--- src/rtl/const_def.v ---
// Shared fetch-path constants: default queue depth and the JAL major opcode.
`ifndef CONST_DEF_V
`define CONST_DEF_V
`define IQ_SIZE_LOG 2
`define OPCODE_JAL 7'b1101111
`endif

--- src/rtl/instruction_fetcher_pkg.sv ---
// Types and helpers shared by the instruction fetcher and its queue.
`include "const_def.v"

package instruction_fetcher_pkg;

    localparam logic [6:0] OPCODE_JAL = `OPCODE_JAL;

    typedef enum logic {
        FETCH_WAIT  = 1'b0,
        FETCH_READY = 1'b1
    } fetch_state_e;

    typedef struct packed {
        logic [31:0] inst;
        logic [31:0] pc;
        logic        compressed;
        logic        taken;
        logic [31:0] pred_pc;
    } iq_entry_t;

    // Only inst[31:12] carries the J-immediate; bit positions are kept as in the instruction word.
    function automatic logic [31:0] jal_offset(input logic [31:12] hi);
        return {{12{hi[31]}}, hi[19:12], hi[20], hi[30:21], 1'b0};
    endfunction

endpackage

--- src/rtl/instruction_fetcher_queue.sv ---
// fetch_queue: circular instruction queue, registered pointers, combinational head.
// Push ignored when full (even alongside a pop); clear and reset empty it in one cycle.
module fetch_queue
    import instruction_fetcher_pkg::*;
#(
    parameter int SIZE_LOG = 2
) (
    input  logic      clk_in,
    input  logic      rst_in,
    input  logic      push,
    input  logic      pop,
    input  logic      clear,
    input  iq_entry_t push_dat,
    output logic      full,
    output logic      empty,
    output iq_entry_t head_dat
);

    localparam int unsigned         DEPTH    = 2 ** SIZE_LOG;
    localparam logic [SIZE_LOG-1:0] PTR_ONE  = SIZE_LOG'(1);
    localparam logic [SIZE_LOG:0]   CNT_ONE  = (SIZE_LOG + 1)'(1);
    localparam logic [SIZE_LOG:0]   CNT_FULL = (SIZE_LOG + 1)'(DEPTH);

    iq_entry_t           r_mem [DEPTH];
    logic [SIZE_LOG-1:0] r_wr_ptr;
    logic [SIZE_LOG-1:0] r_rd_ptr;
    logic [SIZE_LOG:0]   r_count;
    logic                w_push;
    logic                w_pop;

    assign full     = (r_count == CNT_FULL);
    assign empty    = (r_count == '0);
    assign w_push   = push && !full && !clear && !rst_in;
    assign w_pop    = pop && !empty && !clear && !rst_in;
    assign head_dat = r_mem[r_rd_ptr];

    always_ff @(posedge clk_in) begin
        if (rst_in || clear) begin
            r_wr_ptr <= '0;
            r_rd_ptr <= '0;
            r_count  <= '0;
        end else begin
            if (w_push) r_wr_ptr <= r_wr_ptr + PTR_ONE;
            if (w_pop)  r_rd_ptr <= r_rd_ptr + PTR_ONE;
            case ({w_push, w_pop})
                2'b10:   r_count <= r_count + CNT_ONE;
                2'b01:   r_count <= r_count - CNT_ONE;
                default: r_count <= r_count;
            endcase
        end
    end

    // Storage needs no reset: entries are only visible through r_count.
    always_ff @(posedge clk_in) begin
        if (w_push) r_mem[r_wr_ptr] <= push_dat;
    end

endmodule

--- src/rtl/instruction_fetcher.sv ---
// Fetch unit: drives ic_pc, waits for the cache to settle, predicts JAL targets, queues entries.
// Latency: SETTLE_CYCLES+1 cycles per fetched instruction; stalls while the queue is full; flush redirects.
`include "const_def.v"

module instruction_fetcher
    import instruction_fetcher_pkg::*;
#(
    parameter int IQ_SIZE_LOG   = `IQ_SIZE_LOG,
    parameter int SETTLE_CYCLES = 2
) (
    input  logic        clk_in,
    input  logic        rst_in,
    output logic [31:0] ic_pc,
    input  logic [31:0] ic_inst,
    input  logic        ic_valid,
    input  logic        ic_compressed,
    output logic [31:0] dec_inst,
    output logic [31:0] dec_pc,
    output logic        dec_compressed,
    output logic        dec_pred_taken,
    output logic [31:0] dec_pred_pc,
    output logic        dec_valid,
    input  logic        dec_ready,
    input  logic        flush_in,
    input  logic [31:0] flush_pc
);

    localparam int            CW          = (SETTLE_CYCLES > 1) ? $clog2(SETTLE_CYCLES + 1) : 1;
    localparam logic [CW-1:0] SETTLE_LOAD = CW'(SETTLE_CYCLES);
    localparam logic [CW-1:0] SETTLE_ONE  = CW'(1);

    logic [31:0]  r_pc;
    logic [CW-1:0] r_settle;

    fetch_state_e w_state;
    logic         w_is_jal;
    logic [31:0]  w_next_pc;
    logic         w_accept;
    logic         w_pop;
    logic         w_full;
    logic         w_empty;
    iq_entry_t    w_push_dat;
    iq_entry_t    w_head;

    assign ic_pc     = r_pc;
    assign w_state   = (r_settle == '0) ? FETCH_READY : FETCH_WAIT;
    assign w_is_jal  = (ic_inst[6:0] == OPCODE_JAL);
    assign w_next_pc = w_is_jal      ? r_pc + jal_offset(ic_inst[31:12])
                     : ic_compressed ? r_pc + 32'd2
                     :                 r_pc + 32'd4;

    // Flush outranks both sides of the queue in the same cycle.
    assign w_accept = (w_state == FETCH_READY) && ic_valid && !w_full && !flush_in;
    assign w_pop    = !w_empty && dec_ready && !flush_in;

    assign w_push_dat = '{
        inst:       ic_inst,
        pc:         r_pc,
        compressed: ic_compressed,
        taken:      w_is_jal,
        pred_pc:    w_next_pc
    };

    always_ff @(posedge clk_in) begin
        if (rst_in) begin
            r_pc     <= '0;
            r_settle <= SETTLE_LOAD;
        end else if (flush_in) begin
            r_pc     <= flush_pc;
            r_settle <= SETTLE_LOAD;
        end else if (w_accept) begin
            r_pc     <= w_next_pc;
            r_settle <= SETTLE_LOAD;
        end else if (r_settle != '0) begin
            r_settle <= r_settle - SETTLE_ONE;
        end
    end

    fetch_queue #(
        .SIZE_LOG (IQ_SIZE_LOG)
    ) u_fetch_queue (
        .clk_in   (clk_in),
        .rst_in   (rst_in),
        .push     (w_accept),
        .pop      (w_pop),
        .clear    (flush_in),
        .push_dat (w_push_dat),
        .full     (w_full),
        .empty    (w_empty),
        .head_dat (w_head)
    );

    assign dec_valid      = !w_empty;
    assign dec_inst       = w_head.inst;
    assign dec_pc         = w_head.pc;
    assign dec_compressed = w_head.compressed;
    assign dec_pred_taken = w_head.taken;
    assign dec_pred_pc    = w_head.pred_pc;

endmodule

--- config.mk ---
export PLATFORM = sky130hd
export DESIGN_NAME = instruction_fetcher
export DESIGN_NICKNAME = d
export VERILOG_FILES = /design/src/rtl/instruction_fetcher_pkg.sv /design/src/rtl/instruction_fetcher_queue.sv /design/src/rtl/instruction_fetcher.sv
export VERILOG_INCLUDE_DIRS = /design/src /design/src/rtl
export SDC_FILE = /design/constraint.sdc
export NUM_CORES = 1
export LEC_CHECK = 0
export CAP_MARGIN = 20
export CORE_UTILIZATION = 50
export CTS_CLUSTER_DIAMETER = 200
export CTS_CLUSTER_SIZE = 20
export DETAILED_ROUTE_END_ITERATION = 8
export GPL_TIMING_DRIVEN = 1
export MAX_ROUTING_LAYER = met4
export PLACE_DENSITY = 0.72
export SETUP_SLACK_MARGIN = 0.02
export SYNTH_ARGS = -nofsm -noshare
export SYNTH_HDL_FRONTEND = slang
export SYNTH_SLANG_ARGS = --single-unit
--- constraint.sdc ---
create_clock -name clk_in -period 5.8 [get_ports clk_in]
set_clock_uncertainty 0.2 [all_clocks]
set_input_delay 1.45 -clock clk_in [delete_from_list [all_inputs] [get_ports clk_in]]
set_output_delay 1.45 -clock clk_in [all_outputs]
set_load 0.03 [all_outputs]
==> results of run 1 <==
[synth_stat cells, types with 10 or more instances]
| master | number | share of area |
|---|---|---|
| a21o_1 | 10 | 0.0040 |
| a21oi_1 | 64 | 0.017 |
| a221oi_1 | 10 | 0.0047 |
| and3_1 | 14 | 0.0047 |
| buf_1 | 10 | 0.0020 |
| buf_4 | 33 | 0.013 |
| clkbuf_1 | 37 | 0.0074 |
| dfxtp_1 | 43 | 0.046 |
| edfxtp_1 | 388 | 0.62 |
| ha_1 | 38 | 0.025 |
| inv_1 | 30 | 0.0060 |
| mux4_2 | 97 | 0.12 |
| nand2_1 | 86 | 0.017 |
| nand3_1 | 19 | 0.0051 |
| nand4_1 | 11 | 0.0037 |
| nor2_1 | 68 | 0.014 |
| o21ai_0 | 37 | 0.0099 |
| xnor2_1 | 29 | 0.014 |
| xor2_1 | 28 | 0.013 |
[worst min path at each step]
stage | endpoint | slack [ps] | cells past startpoint
floorplan | u_fetch_queue.r_count[2]$_SDFFE_PP0P_ | 270 | 2
global placement | u_fetch_queue.r_count[2]$_SDFFE_PP0P_ | 280 | 2
detailed placement | u_fetch_queue.r_wr_ptr[1]$_SDFFE_PP0P_ | 300 | 2
CTS | u_fetch_queue.r_wr_ptr[1]$_SDFFE_PP0P_ | 310 | 2
global route | u_fetch_queue.r_wr_ptr[1]$_SDFFE_PP0P_ | 340 | 2
finish | u_fetch_queue.r_wr_ptr[1]$_SDFFE_PP0P_ | 310 | 2
[cells in the final DEF, fill, tap and decap left out, drive strengths merged, types with 19 or more instances in the layout]
master and n:
a21oi 64, buf 20, clkbuf 44, clkdlybuf4s50 199, dfxtp 43, edfxtp 388
ha 38, inv 31, mux4 97, nand2 86, nand3 19, nor2 68
o21ai 41, xnor2 29, xor2 28
[kinds of logic (layout without fill, tap and decap cells)]
family	count (synthesis)	after routing	share of synthesized area
buffers and inverters	114	295	0.0296
adders and majority gates	40	40	0.0274
DFF	431	431	0.666
and+or+nand+nor	240	240	0.0614
xor gates and xnor gates	57	57	0.0266
AOI/OAI and AO/OA	190	190	0.0691
other	0	1	0
muxes	104	104	0.120
[metal layers]
| layer | vias up | GRT usage |
|---|---|---|
| li1 | 4907 | - |
| met4 | 0 | 0.0486 |
| met5 | - | - |
| met3 | 55 | 0.0239 |
| met1 | 5524 | 0.309 |
| met2 | 354 | 0.374 |
[cell type report]
type,count,area [um2]
Antenna cell,1,2.50
Clock buffer,44,697
Clock inverter,1,11.3
Fill cell,2816,14900
Inverter,31,116
Multi-Input combinational cell,631,5740
Sequential cell,431,12500
Tap cell,468,586
Timing Repair Buffer,219,2210
[through the flow]
stage | std cells | utilization
finish | 1826 | 0.595
global route | 1826 | 0.595
CTS | 1825 | 0.595
detailed placement | 1780 | 0.576
global placement | 1780 | 0.576
floorplan | 1176 | -
[sequential cells by signal, indices dropped and copies added (netlist names), named ones only]
signal	flops
ic_pc	32
u_fetch_queue.r_wr_ptr	2
u_fetch_queue.r_count	3
r_settle	2
u_fetch_queue.r_rd_ptr	2
u_fetch_queue.r_mem	388
[power by group]
part           leakage [nW]  internal [mW]  switching [mW]
registers              3.88           3.41          0.0521
clock network         0.337          0.820           0.950
logic                  2.89          0.200           0.280
[critical path: cells and delay by family]
family / cells / cell delay (ps)
AO/OA/AOI/OAI: 7 / 2470
XOR/XNOR: 1 / 100
adder cells (fa/ha/maj): 1 / 290
buffers and inverters: 1 / 570
AND/OR/NAND/NOR: 1 / 100
==> flow_summary.yaml, run 1 <==
synthesis:
  synth_top_flop_cell: "edfxtp_1"
  syn_area_um2: 18800
  async_reset_ff_frac: 0
  yosys_warnings: 0
  post_synth_num_cell_types: 66
  synthCells: 1176
  synth_edf_count: 388
  synth-seq-cells: 431
  avgSynthCellArea_um2: 16.0
  synth_nets: 1286
  yosysSeqAreaShare: 0.666
sta:
  period_share: 0.815
  grt_setup_unrepaired: "false"
  worst_pin_slew_ps: 898
  hold_ws_ps: 306
  final-setup-viol-count: 0
  setup_tns_ps: 0
  fmax_mhz: 212
  hold_violations: 0
  drv_slew: 0
  fin_ws_ps: 1070
  period_needed_ps: 4730
  slew_headroom: 0.401
worst_setup_path:
  criticalPathCategory: "in2reg"
  critPathSlowestCell: "a311oi_1"
  timing.rr.end: "ic_pc[24]$_SDFFE_PP0N_"
  critical_path.most_common_cell: "o21ai_0"
  critPathLaunch: "ic_inst[22]"
  path_max_fanout: 6
  slowest_delay_ps: 590
  r2r_start: "ic_pc[2]$_SDFFE_PP0N_"
  crit_path_end: "ic_pc[24]$_SDFFE_PP0N_"
  cp.required_ps: 6060
  crit_path_end_kind: "flop"
  reg2reg_depth: 10
  setup.worst_path.start_class: "input pin"
  worstPathArrival_ps: 4980
  r2r_slack_ps: 1890
  crit_chain: "clkdlybuf4s50_1 > ha_1 > a211oi_1 > o21bai_1 > a311oi_1 > o21ai_0 > a41oi_1 > xor2_1 > o21ai_0 > nand2_1 > a221oi_1"
floorplan:
  die_x_um: 196
  coreArea_um2: 36800
  initial_core_util: 0.511
  placementRows: 70
  die_y_um: 196
  die-area_um2: 38400
  io_pins: 201
drt:
  dr_wl_met3_um: 2290
  drt-initial-drc-count: 645
  drt_pass1_iterations: 5
  met1_length_um: 18200
  drt-total-wl_um: 42100
  drcViolationCount: 0
  wl_per_cell_um: 23.0
  top_layer_used: "met4"
  dr_wl_met2_um: 20700
  vias: 10800
  vias_per_cell: 5.94
  antenna_left: 0
placement:
  dp_slack_ps: 626
  place_congestion: 0.901
  placed_cell_area_um2: 21200
  io_buffers: 200
  dpl.hpwl_um: 26700
cts:
  clkTransAtPathRegs_ps: 80
  cts_resized: 0
  clock_path_buffers: 3
  cts_tree: "built"
  cts_made_buffers: 25
  cts_num_sinks: 431
  cts_root_buffer: "clkbuf_16"
  cts_max_level: 1
  clk_latency_ps: 550
  ctsHoldBuffers: 0
  cts_setup_buffers: 0
global_routing:
  grt_overflow_total: 0
  track_usage: 0.227
  grt_pass1_wl_um: 64200
  first_global_vias: 10900
  antenna_found_initial: 1
  grt_max_degree: 98
finish:
  nets: 1449
  area_delta_synth_final_pct: 16.5
  fin_area_um2: 21900
  layout-drive-gt1-share: 0.124
min_path:
  hp-start: "u_fetch_queue.r_wr_ptr[1]$_SDFFE_PP0P_"
  hp-class: "reg2reg"
power:
  static-leakage-power_nw: 7.10
  ir_drop_mv: 0.364
  cellPowerDensity_nw_per_um2: 261
  total_power_mw: 5.71
flow_run:
  maxCapViolations: 0
run_status:
  status: "finished, final reports clean"
(Power assumes the default switching activity.)
==> inputs of run 2 (changes only) <==
--- a/config.mk
+++ b/config.mk
@@ -13,7 +13,7 @@
 export DETAILED_ROUTE_END_ITERATION = 8
 export GPL_TIMING_DRIVEN = 1
 export MAX_ROUTING_LAYER = met4
-export PLACE_DENSITY = 0.72
+export PLACE_DENSITY = 0.75
 export SETUP_SLACK_MARGIN = 0.02
 export SYNTH_ARGS = -nofsm -noshare
 export SYNTH_HDL_FRONTEND = slang
==> constraint.sdc (replaced) <==
create_clock -name clk_in -period 3.8 [get_ports clk_in]
set_clock_uncertainty 0.2 [all_clocks]
set_input_delay 0.95 -clock clk_in [delete_from_list [all_inputs] [get_ports clk_in]]
set_output_delay 0.95 -clock clk_in [all_outputs]
set_load 0.03 [all_outputs]
==> flow_summary.yaml, run 2 (synthesis results as in run 1) <==
drt:
  vias: 11400
  antenna_left: 0
  vias_per_cell: 5.78
  drt-initial-drc-count: 771
  drt_pass1_iterations: 5
  wl_per_cell_um: 22.3
  drt-total-wl_um: 43800
  drcViolationCount: 0
sta:
  slew_headroom: 0.598
  final-setup-viol-count: 0
  period_share: 0.964
  hold_violations: 0
  hold_ws_ps: 305
  period_needed_ps: 3660
  fin_ws_ps: 136
  worst_pin_slew_ps: 597
  drv_slew: 0
  grt_setup_unrepaired: "true"
  fmax_mhz: 273
finish:
  layout-drive-gt1-share: 0.216
  finalNonFillerCells: 1966
  final_common_cell: "edfxtp_1"
  most-common-layout-cells: "edfxtp_1, clkdlybuf4s50_1, buf_4"
  largest_reg_flops: 388
  area_delta_synth_final_pct: 23.1
  num-fill-cells: 2678
  top_register: "u_fetch_queue.r_mem"
  nets: 1589
  finish.utilization: 0.629
placement:
  io_buffers: 200
  dp_slack_ps: -588
  dp.cells: 1917
  dpl.hpwl_um: 29400
  place_congestion: 0.949
worst_setup_path:
  setup.worst_path.start_class: "input pin"
  worstPathArrival_ps: 3750
  criticalPathCategory: "in2reg"
  path_max_fanout: 5
  crit_path_end_kind: "flop"
  cp.required_ps: 3890
power:
  switching_share: 0.226
  static-leakage-power_nw: 7.93
  cellPowerDensity_nw_per_um2: 385
  total_power_mw: 8.90
  ir_drop_mv: 0.317
  p_clk_frac: 0.305
  p_switching_mw: 2.01
  p_int_mw: 6.89
  pwr-share-comb: 0.106
  p_seq_frac: 0.589
cts:
  cts_root_buffer: "clkbuf_16"
  clkTransAtPathRegs_ps: 90
  clock_path_buffers: 3
  cts_tree: "built"
  cts_made_buffers: 25
  clk_latency_ps: 560
  cts_num_sinks: 431
  cts_max_level: 1
global_routing:
  track_usage: 0.237
  grt_pass1_wl_um: 67000
  antenna_found_initial: 1
  grt_max_degree: 52
  grt_overflow_total: 0
  first_global_vias: 11700
flow_run:
  maxCapViolations: 0
floorplan:
  die-area_um2: 38400
  io_pins: 201
  coreArea_um2: 36800
  placementRows: 70
  die_y_um: 196
  initial_core_util: 0.511
  die_x_um: 196
run_status:
  status: "finished, final reports clean"
min_path:
  hp-class: "reg2reg"
run 2: cell types whose count changed in the layout (fill, tap and decap cells not counted), moves of 3 or more:
cell,before,now
o21ai_1,1,7
clkdlybuf4s50_1,199,152
o21ai_0,37,31
buf_12,6,16
a21oi_2,0,3
buf_4,13,144
dlymetal6s2s_1,0,3
a21oi_1,64,61
dlygate4sd2_1,0,42
run 2: final cells by class:
class	instances	area [um2]	area share
Antenna cell	1	2.50	0.000108
Clock buffer	44	697	0.0301
Clock inverter	1	11.3	0.000487
Inverter	31	116	0.00503
Multi-Input combinational cell	631	5830	0.252
Sequential cell	431	12500	0.541
Tap cell	468	586	0.0253
Timing Repair Buffer	359	3360	0.145
run 2: final timing paths:
| check | slack, ps | depth (start not counted) | end | start |
|---|---|---|---|---|
| worst max-delay path | 140 | 10 | u_fetch_queue.r_mem[0][29]$_DFFE_PP_ | ic_inst[29] |
| worst min-delay path | 310 | 2 | u_fetch_queue.r_wr_ptr[1]$_SDFFE_PP0P_ | u_fetch_queue.r_wr_ptr[1]$_SDFFE_PP0P_ |
| worst max register to register | 620 | 9 | u_fetch_queue.r_mem[0][29]$_DFFE_PP_ | ic_pc[13]$_SDFFE_PP0N_ |
| worst min register to register | 310 | 2 | u_fetch_queue.r_wr_ptr[1]$_SDFFE_PP0P_ | u_fetch_queue.r_wr_ptr[1]$_SDFFE_PP0P_ |
run 2: what timing repair did:
item                       CTS  global route
setup endpoints to repair   55            72
hold buffers                 0             0
gates resized for setup     44            25
buffers inserted             1             2
pin swaps                    0             2
run 2: power by group through the flow:
stage / combinational [mW] / clock (mW) / sequential (mW)
3_5_place_dp: 0.914 / 0 / 5.35
3_3_place_gp: 0.898 / 0 / 5.35
5_1_grt: 1.02 / 2.93 / 5.25
2_1_floorplan: 0.480 / 0 / 5.36
6_report: 0.943 / 2.71 / 5.24
4_1_cts: 0.919 / 2.78 / 5.24
run 2: per-stage QoR:
step / TNS, ps / cell area (um2)
after global routing: -1.29 / 23100
after CTS: 0 / 23000
final: 0 / 23100
after floorplan: 0 / 18800
after detailed placement: -41620 / 22300
after global placement: -35640 / 22300
run 2: metal layers:
layer  global-route usage  wire, um  vias to the layer above  part of all wire
met4               0.0561       835                        0             0.019
met5                    -         0                        -                 0
met2                0.397     21800                      392              0.50
met3               0.0370      2930                       55             0.067
met1                0.305     18200                     5744              0.42
li1                     -         -                     5166                 -
run 2: critical path: stages:
cell and delay, ps:
clkdlybuf4s50_1 620, ha_4 260, and3_1 180, a221o_1 350, a211oi_4 320, o41ai_2 140
o221a_2 300, a221oi_2 270, xor2_1 220, a21oi_1 140
